$ cat src/rtl/sprite_pkg.sv
// Shared types and constants for the Mario sprite drawing stage.
// Latency: n/a (types and constants only).
// Backpressure: n/a.
package sprite_pkg;

    typedef logic [11:0] color_t;
    typedef logic [9:0]  coord_t;

    // Palette entry the ROM uses to mark see-through sprite pixels
    localparam color_t TRANSPARENT_KEY = 12'h808;

    // Big-Mario sprite dimensions
    localparam int SPRITE_W_DEF = 21;
    localparam int SPRITE_H_DEF = 41;

endpackage

$ cat src/rtl/sprite_addr_calc.sv
// Combinational box test, optional horizontal mirror and sprite ROM address.
// Latency: 0 cycles (pure combinational).
// Backpressure: none; evaluates every cycle. Mirroring only with MARIO_MIRROR_EN.
module sprite_addr_calc
    import sprite_pkg::*;
#(
    parameter int SPRITE_W = SPRITE_W_DEF,
    parameter int SPRITE_H = SPRITE_H_DEF
) (
    input  coord_t     draw_x,
    input  coord_t     draw_y,
    input  coord_t     sx,
    input  coord_t     sy,
    input  logic       sface,
    input  logic       blank,
    output logic       in_box,
    output logic [9:0] addr
);

    logic [10:0] x_end;
    logic [10:0] y_end;
    logic [9:0]  col_raw;
    logic [9:0]  col;
    logic [9:0]  row;
    logic        hit;

`ifndef MARIO_MIRROR_EN
    // Facing is irrelevant when the sprite is always drawn unmirrored
    logic unused_sface;
    assign unused_sface = sface;
`endif

    // Box test on 11-bit ends so a box running off the screen edge clips instead of wrapping
    always_comb begin
        x_end   = {1'b0, sx} + 11'(SPRITE_W);
        y_end   = {1'b0, sy} + 11'(SPRITE_H);
        hit     = (draw_x >= sx) && ({1'b0, draw_x} < x_end) &&
                  (draw_y >= sy) && ({1'b0, draw_y} < y_end);
        col_raw = draw_x - sx;
        row     = draw_y - sy;
        col     = col_raw;
`ifdef MARIO_MIRROR_EN
        if (sface) begin
            col = 10'(SPRITE_W - 1) - col_raw;
        end
`endif
        in_box  = hit && !blank;
        addr    = '0;
        if (in_box) begin
            addr = row * 10'(SPRITE_W) + col;
        end
    end

endmodule

$ cat src/rtl/mario_sprite_drawer.sv
// Per-pixel sprite overlay: frame-latched position, ROM addressing, colour key and background mux.
// Latency: 2 cycles pixel-in to pix_*; one pixel per cycle. Optional MARIO_MIRROR_EN mirrors left-facing sprite.
// Backpressure: none; both stages advance every cycle, invalid pixels flow through with pix_valid=0.
module mario_sprite_drawer
    import sprite_pkg::*;
#(
    parameter int SPRITE_W = SPRITE_W_DEF,
    parameter int SPRITE_H = SPRITE_H_DEF
) (
    input  logic        Clk,
    input  logic        Reset,
    input  logic        pixel_valid,
    input  logic [9:0]  DrawX,
    input  logic [9:0]  DrawY,
    input  logic        vsync_start,
    input  logic [9:0]  mario_x,
    input  logic [9:0]  mario_y,
    input  logic        facing_left,
    input  logic        flicker,
    input  logic [11:0] bg_color,
    output logic [9:0]  read_address,
    input  logic [11:0] rom_color,
    output logic [11:0] pix_color,
    output logic        pix_valid,
    output logic        sprite_hit
);

    // Frame shadow state
    coord_t     sx_q, sx_d;
    coord_t     sy_q, sy_d;
    logic       sface_q, sface_d;
    logic       sflick_q, sflick_d;
    logic [2:0] fcnt_q, fcnt_d;

    // Stage A -> B
    logic [9:0] addr_q, addr_d;
    logic       in_box_q, in_box_d;
    color_t     bg_q, bg_d;
    logic       valid_q, valid_d;

    // Stage B outputs
    color_t     pix_color_q, pix_color_d;
    logic       pix_valid_q, pix_valid_d;
    logic       sprite_hit_q, sprite_hit_d;

    logic       calc_in_box;
    logic [9:0] calc_addr;
    logic       blank;
    logic       opaque;

    // Invincibility blink hides the sprite for the whole upper half of the 8-frame cycle
    assign blank = sflick_q && fcnt_q[2];

    sprite_addr_calc #(
        .SPRITE_W (SPRITE_W),
        .SPRITE_H (SPRITE_H)
    ) u_addr_calc (
        .draw_x (DrawX),
        .draw_y (DrawY),
        .sx     (sx_q),
        .sy     (sy_q),
        .sface  (sface_q),
        .blank  (blank),
        .in_box (calc_in_box),
        .addr   (calc_addr)
    );

    // Shadow registers only move on vsync so a pixel coincident with the pulse still sees the old frame
    always_comb begin
        sx_d     = sx_q;
        sy_d     = sy_q;
        sface_d  = sface_q;
        sflick_d = sflick_q;
        fcnt_d   = fcnt_q;
        if (vsync_start) begin
            sx_d     = mario_x;
            sy_d     = mario_y;
            sface_d  = facing_left;
            sflick_d = flicker;
            fcnt_d   = fcnt_q + 3'd1;
        end
    end

    // Stage A: capture hit test, ROM address and the pixel's background
    always_comb begin
        addr_d   = calc_addr;
        in_box_d = calc_in_box;
        bg_d     = bg_color;
        valid_d  = pixel_valid;
    end

    // Stage B: key out transparent ROM colour; invalid pixels never report a hit
    always_comb begin
        opaque       = in_box_q && valid_q && (rom_color != TRANSPARENT_KEY);
        pix_color_d  = opaque ? rom_color : bg_q;
        sprite_hit_d = opaque;
        pix_valid_d  = valid_q;
    end

    // All state, synchronous reset
    always_ff @(posedge Clk) begin
        if (Reset) begin
            sx_q         <= '0;
            sy_q         <= '0;
            sface_q      <= 1'b0;
            sflick_q     <= 1'b0;
            fcnt_q       <= '0;
            addr_q       <= '0;
            in_box_q     <= 1'b0;
            bg_q         <= '0;
            valid_q      <= 1'b0;
            pix_color_q  <= '0;
            pix_valid_q  <= 1'b0;
            sprite_hit_q <= 1'b0;
        end else begin
            sx_q         <= sx_d;
            sy_q         <= sy_d;
            sface_q      <= sface_d;
            sflick_q     <= sflick_d;
            fcnt_q       <= fcnt_d;
            addr_q       <= addr_d;
            in_box_q     <= in_box_d;
            bg_q         <= bg_d;
            valid_q      <= valid_d;
            pix_color_q  <= pix_color_d;
            pix_valid_q  <= pix_valid_d;
            sprite_hit_q <= sprite_hit_d;
        end
    end

    assign read_address = addr_q;
    assign pix_color    = pix_color_q;
    assign pix_valid    = pix_valid_q;
    assign sprite_hit   = sprite_hit_q;

endmodule
$ cat config.mk
export PLATFORM = sky130hd
export DESIGN_NAME = mario_sprite_drawer
export DESIGN_NICKNAME = d
export VERILOG_FILES = /design/src/rtl/sprite_pkg.sv /design/src/rtl/sprite_addr_calc.sv /design/src/rtl/mario_sprite_drawer.sv
export SDC_FILE = /design/constraint.sdc
export NUM_CORES = 1
export LEC_CHECK = 0
export BUFFER_PORTS_ARGS = -buffer_cell sky130_fd_sc_hd__buf_4
export CAP_MARGIN = 30
export CORE_ASPECT_RATIO = 1.4
export CORE_UTILIZATION = 47
export CTS_CLUSTER_DIAMETER = 50
export DETAILED_ROUTE_END_ITERATION = 8
export GPL_TIMING_DRIVEN = 0
export PLACE_DENSITY = 0.85
export SKIP_CTS_REPAIR_TIMING = 1
export SYNTH_ARGS = -nofsm -noshare
export SYNTH_HDL_FRONTEND = slang
export SYNTH_SLANG_ARGS = --single-unit
$ cat constraint.sdc
create_clock -name Clk -period 4.25 [get_ports Clk]
set_clock_uncertainty 0.1 [all_clocks]
set_input_delay 0.425 -clock Clk [delete_from_list [all_inputs] [get_ports Clk]]
set_output_delay 0.425 -clock Clk [all_outputs]
set_load 0.05 [all_outputs]
**Yosys cells after proc, flatten, opt, wreduce, memory -nomap -nowiden**

Cells that the tools add are included.

- Register bits after elaboration: 62
- Input bits: 70
- Output and inout port bits: 24
- Logic and storage cells: 34

- Add/sub/neg operators: 6
- Multipliers: 1
- $lt $le $gt $ge: 4
- Equal/unequal tests: 1
- Mux-type cells: 1
- Bitwise gates (word level): 1
- Reductions and logical operators: 9

Operators by type and width:

| operator | number |
|---|---|
| < comparator 10 x 11 -> 1 bit | 2 |
| >= comparator 10 bit | 2 |
| subtractor 10 bit | 2 |
| two-way mux 12 bit | 1 |
| inequality test 12 bit, second input constant | 1 |
| adder 10 x 5 -> 11 bit, second input constant | 1 |
| adder 10 x 6 -> 11 bit, second input constant | 1 |
| adder 10 bit | 1 |
| multiplier 10 x 5 -> 10 bit, second input constant | 1 |
| logical AND 1 bit | 7 |
| adder 3 x 1 -> 3 bit, second input constant | 1 |
| OR reduction 2 bit | 1 |
| logical NOT 1 bit | 1 |
| NOT 1 bit | 1 |

**Longest topological paths before layout**

- Depth in word-level cells: 8
- Gate-level depth with buffers: 21

**Modules after synthesis**

A second synthesis with hierarchy kept.

- Cells, all modules: 531
- Area, all modules: 4850.9 um2

Modules (own cells, without submodules):

| module | instances | cells each | area each (um2) |
|---|---|---|---|
| sprite_addr_calc | 1 | 333 | 2643.8 |
| mario_sprite_drawer | 1 | 198 | 2207.1 |

**Worst setup path before layout**

Ideal clock, no wire load.

- Kind: input to register
- From: in DrawY[0]
- To: reg addr_q[8], in the netlist read_address[8]
- Library setup time: 0.115 ns
- Arrival time: 4.405 ns
- Required time: 4.035 ns
- Slack: -0.370 ns
- Cell stages on the path: 18
- Cells stage by stage: inv_1 ha_1 fa_1 nor2b_1 o21ai_0 a21boi_0 ha_1 ha_1 fa_1 inv_1 fa_1 inv_1 ha_1 nor2b_1 o21a_1 o41ai_1 xnor2_1 and2_1

- Word-level cells in the longest chain between the ends: 6
- Elaborated cells on any way between the ends: 10

Ends and longest elaborated chain:

| element | line | text |
|---|---|---|
| from (decl) | mario_sprite_drawer.sv:14 | `input logic [9:0] DrawY,` |
| branches (longest 6 deep; another with subtractor 10 bit) | -- |  |
| to (signal assigned) | mario_sprite_drawer.sv:121 | `addr_q <= addr_d;` |
| to (decl) | mario_sprite_drawer.sv:36 | `logic [9:0] addr_q, addr_d;` |

Parallel ways; which one is timed is not known.
A chain may end at the register's enable or synchronous reset.

**Final worst setup path**

- From: reg sy_q[1]
- To: reg addr_q[9], in the netlist read_address[9]

- Word-level cells in the longest chain between the ends: 6
- Elaborated cells on any way between the ends: 11

Ends and longest elaborated chain:

| element | line | text |
|---|---|---|
| from (decl) | mario_sprite_drawer.sv:30 | `coord_t sy_q, sy_d;` |
| from (signal assigned) | mario_sprite_drawer.sv:117 | `sy_q <= sy_d;` |
| branches (longest 6 deep; another with subtractor 10 bit) | -- |  |

Parallel ways; which one is timed is not known.

==> qor.yml <==
finalSetupViolCount: 4
drtIter0Drc: 99
critical_path.endpoint_type: "flip-flop"
dr_total_vias: 3703
total_power_w: 0.003798
cts_buffers: 9
drt_wl_total_um: 10350
floorplan.rows: 42
cts_h_tree_lvls: 3
critical_path_cell_by_cell: "inv_4 -> ha_4 -> nor2b_4 -> or2_4 -> a211oi_4 -> xnor2_2 -> buf_4 -> ha_1 -> fa_1 -> inv_1 -> fa_1 -> inv_1 -> fa_1 -> ha_4 -> nor3_1 -> a211o_1 -> nand2b_4 -> mux2i_1"
synth-async-reset-ratio: 0
critPathLaunchType: "flip-flop"
worst_slack_ns: -0.2766
cellLeakagePower_nw: 2.812
synth.cells.most_frequent: "ha_1, inv_1, dfxtp_1, nor2_1, mux2i_1"
area_growth_syn_to_layout_pct: 33.66
effective_utilization_at_floorplan: 0.4817
worstPathMaxFanout: 4
design.final.nets: 762
clock.fmax_mhz: 220.9
crit_path_top_delay_cell: "fa_1"
synth_top_area_share: 0.2724
detail_route.vias_per_cell: 5.179
number_of_global_route_vias_before_repair: 3762
place_congestion: 0.8378
maxSlewHeadroom: 0.5304
flip_flop_and_latch_count_after_synthesis: 62
post_drt_wl_per_cell_um: 14.48
critical-path-top-cell-by-count: "fa_1"
synth_enable_flop_cells: 0
clkTransAtPathRegs_ns: 0.06
slew_viol_final: 0
synthesis.area_sq_um: 4557
yosysMostFrequentCell: "ha_1"
failed_checks: "negative setup slack"
power_per_cell_area_nw_per_um2: 623.6
dieArea_sq_um: 10100
ioPinCount: 94
min_path_type: "input pin to flip-flop"
die_h_um: 118.5
worstSkewPairLatency_ns: 0.33
tritoncts: "done"
peakVddDrop_mv: 0.3845
grt_usage: 0.2043
fill_cells: 750
seq_area_sq_um: 1256
drt_pre_antenna_iters: 4
synthTopCellsByArea: "dfxtp_1, ha_1, fa_1"
path_class: "flip-flop to flip-flop"
design.core.area_sq_um: 9459
grt_overflow: 0
synth_top_cell_by_area: "dfxtp_1"
worst-endpoint-arrival_ns: 4.68
worst-endpoint-required_ns: 4.41
rsz0062_at_grt: "true"
grt_pass1_wl_um: 16040
post-route-min-period_ns: 4.527
grt_antenna_before_repair: 0
layout-drive-gt1-share: 0.2909
synth_sequential_area_ratio: 0.2724
worst_path_largest_cell_delay_ns: 0.53
antenna_cells_inserted: 0
synthFlopType: "dfxtp_1"
worst_pin_slew_ns: 0.7043
place.detailed.hpwl_um: 8266
multiInputGateArea_sq_um: 3332
cts.path.max_buffers: 2
hold_violations: 0
post_synth_inst_count: 488
timing.max_cap.violations: 0
buffer_ports.inserted: 90
die_w_um: 85.22
synth.lib_cells_used.distinct: 45
grt_start_max_net_pins: 14
result_of_the_run: "finished with violations"
synthesis.nets: 650
cts-root-buf: "clkbuf_16"
setup_tns_ns: -0.7621
route.antenna.remaining_nets: 0
numClockSinks: 62
synth.avg_cell_area_sq_um: 9.338
min_period_over_period: 1.065
synth_warnings: 0
drc: 0
-- cells in the final DEF, fill, tap and decap left out, types with 11 or more instances in the layout --
cell type,Yosys,final
buf_4,0,101
dfxtp_1,62,56
fa_1,20,18
ha_1,72,59
ha_4,0,12
inv_1,71,64
mux2i_1,37,37
nor2_1,46,45
nor2b_1,23,19
nor3_1,12,11
xnor2_1,33,29
-- sequential cells by signal, summed over array words and instances, names as in the netlist --
name / cells
sflick_q: 1
sprite_hit: 1
sx_q: 10
pix_valid: 1
pix_color: 12
bg_q: 12
fcnt_q: 3
pix_valid_d: 1
read_address: 10
in_box_q: 1
sy_q: 10
-- path summary, 6_finish.rpt --
kind	from	slack [ns]	endpoint	depth (start not counted)
setup / recovery	sy_q[1]	-0.28	read_address[9]	18
hold / removal	bg_color[2]	0.20	bg_q[2]	2
setup reg to reg	sy_q[1]	-0.28	read_address[9]	18
hold reg to reg	bg_q[4]	0.36	pix_color[4]	2
-- critical path: cells and delay by family, from the launching register on --
family / cells / cell delay (ns)
xor gates and xnor gates: 1 / 0.12
AOI/OAI and AO/OA: 2 / 0.51
adders and majority gates: 6 / 2.35
muxes: 1 / 0.12
buffers and inverters: 4 / 0.31
and+or+nand+nor: 4 / 0.56
DFF: 1 / 0.38
-- layer usage --
metal  vias up  wire length, um  global-route usage
met5         -                0                   0
li1       1845                -                   -
met2        92             5662              0.3856
met1      1736             3973              0.2052
met3        30              351             0.03771
met4         0              365              0.1144
-- through the flow --
stage / hold slack [ns] / utilization / instance area (sq um) / cells / setup WS [ns]
after global routing: 0.1972 / 0.6439 / 6091 / 715 / -0.4495
after detailed placement: 0.3505 / 0.5865 / 5548 / 688 / -0.6307
after global placement: 0.3406 / 0.5865 / 5548 / 688 / -0.5239
after floorplan: 0.3365 / - / 4735 / 488 / -0.1600
after CTS: 0.1948 / 0.6163 / 5829 / 704 / -0.4527
final: 0.2012 / 0.6439 / 6091 / 715 / -0.2766
-- where the power goes --
group          internal [W]  leakage [nW]  switching (W)  total, W
Sequential         0.000622         0.513      0.0000231  0.000645
Clock              0.000401         0.130       0.000280  0.000681
Combinational       0.00129          2.17        0.00119   0.00247
-- cell type report --
type                    instances  area share
plain buffers                  11    0.007190
clock buffers                   9     0.03698
clock inverters                 7    0.009244
inverters                      71     0.04622
multi-input cells             344      0.5470
flip-flops and latches         62      0.2062
well taps                     110     0.02260
repair buffers                101      0.1245
-- cell families after synthesis --
logic type,count (synthesis),share of synthesized area
simple gates,117,0.1304
fa+ha+maj,92,0.2856
buf+inv,82,0.06809
flops,62,0.2724
compound gates,60,0.08924
xor+xnor,38,0.07304
mux,37,0.08128
No activity file was read; power rests on OpenSTA's default activity.
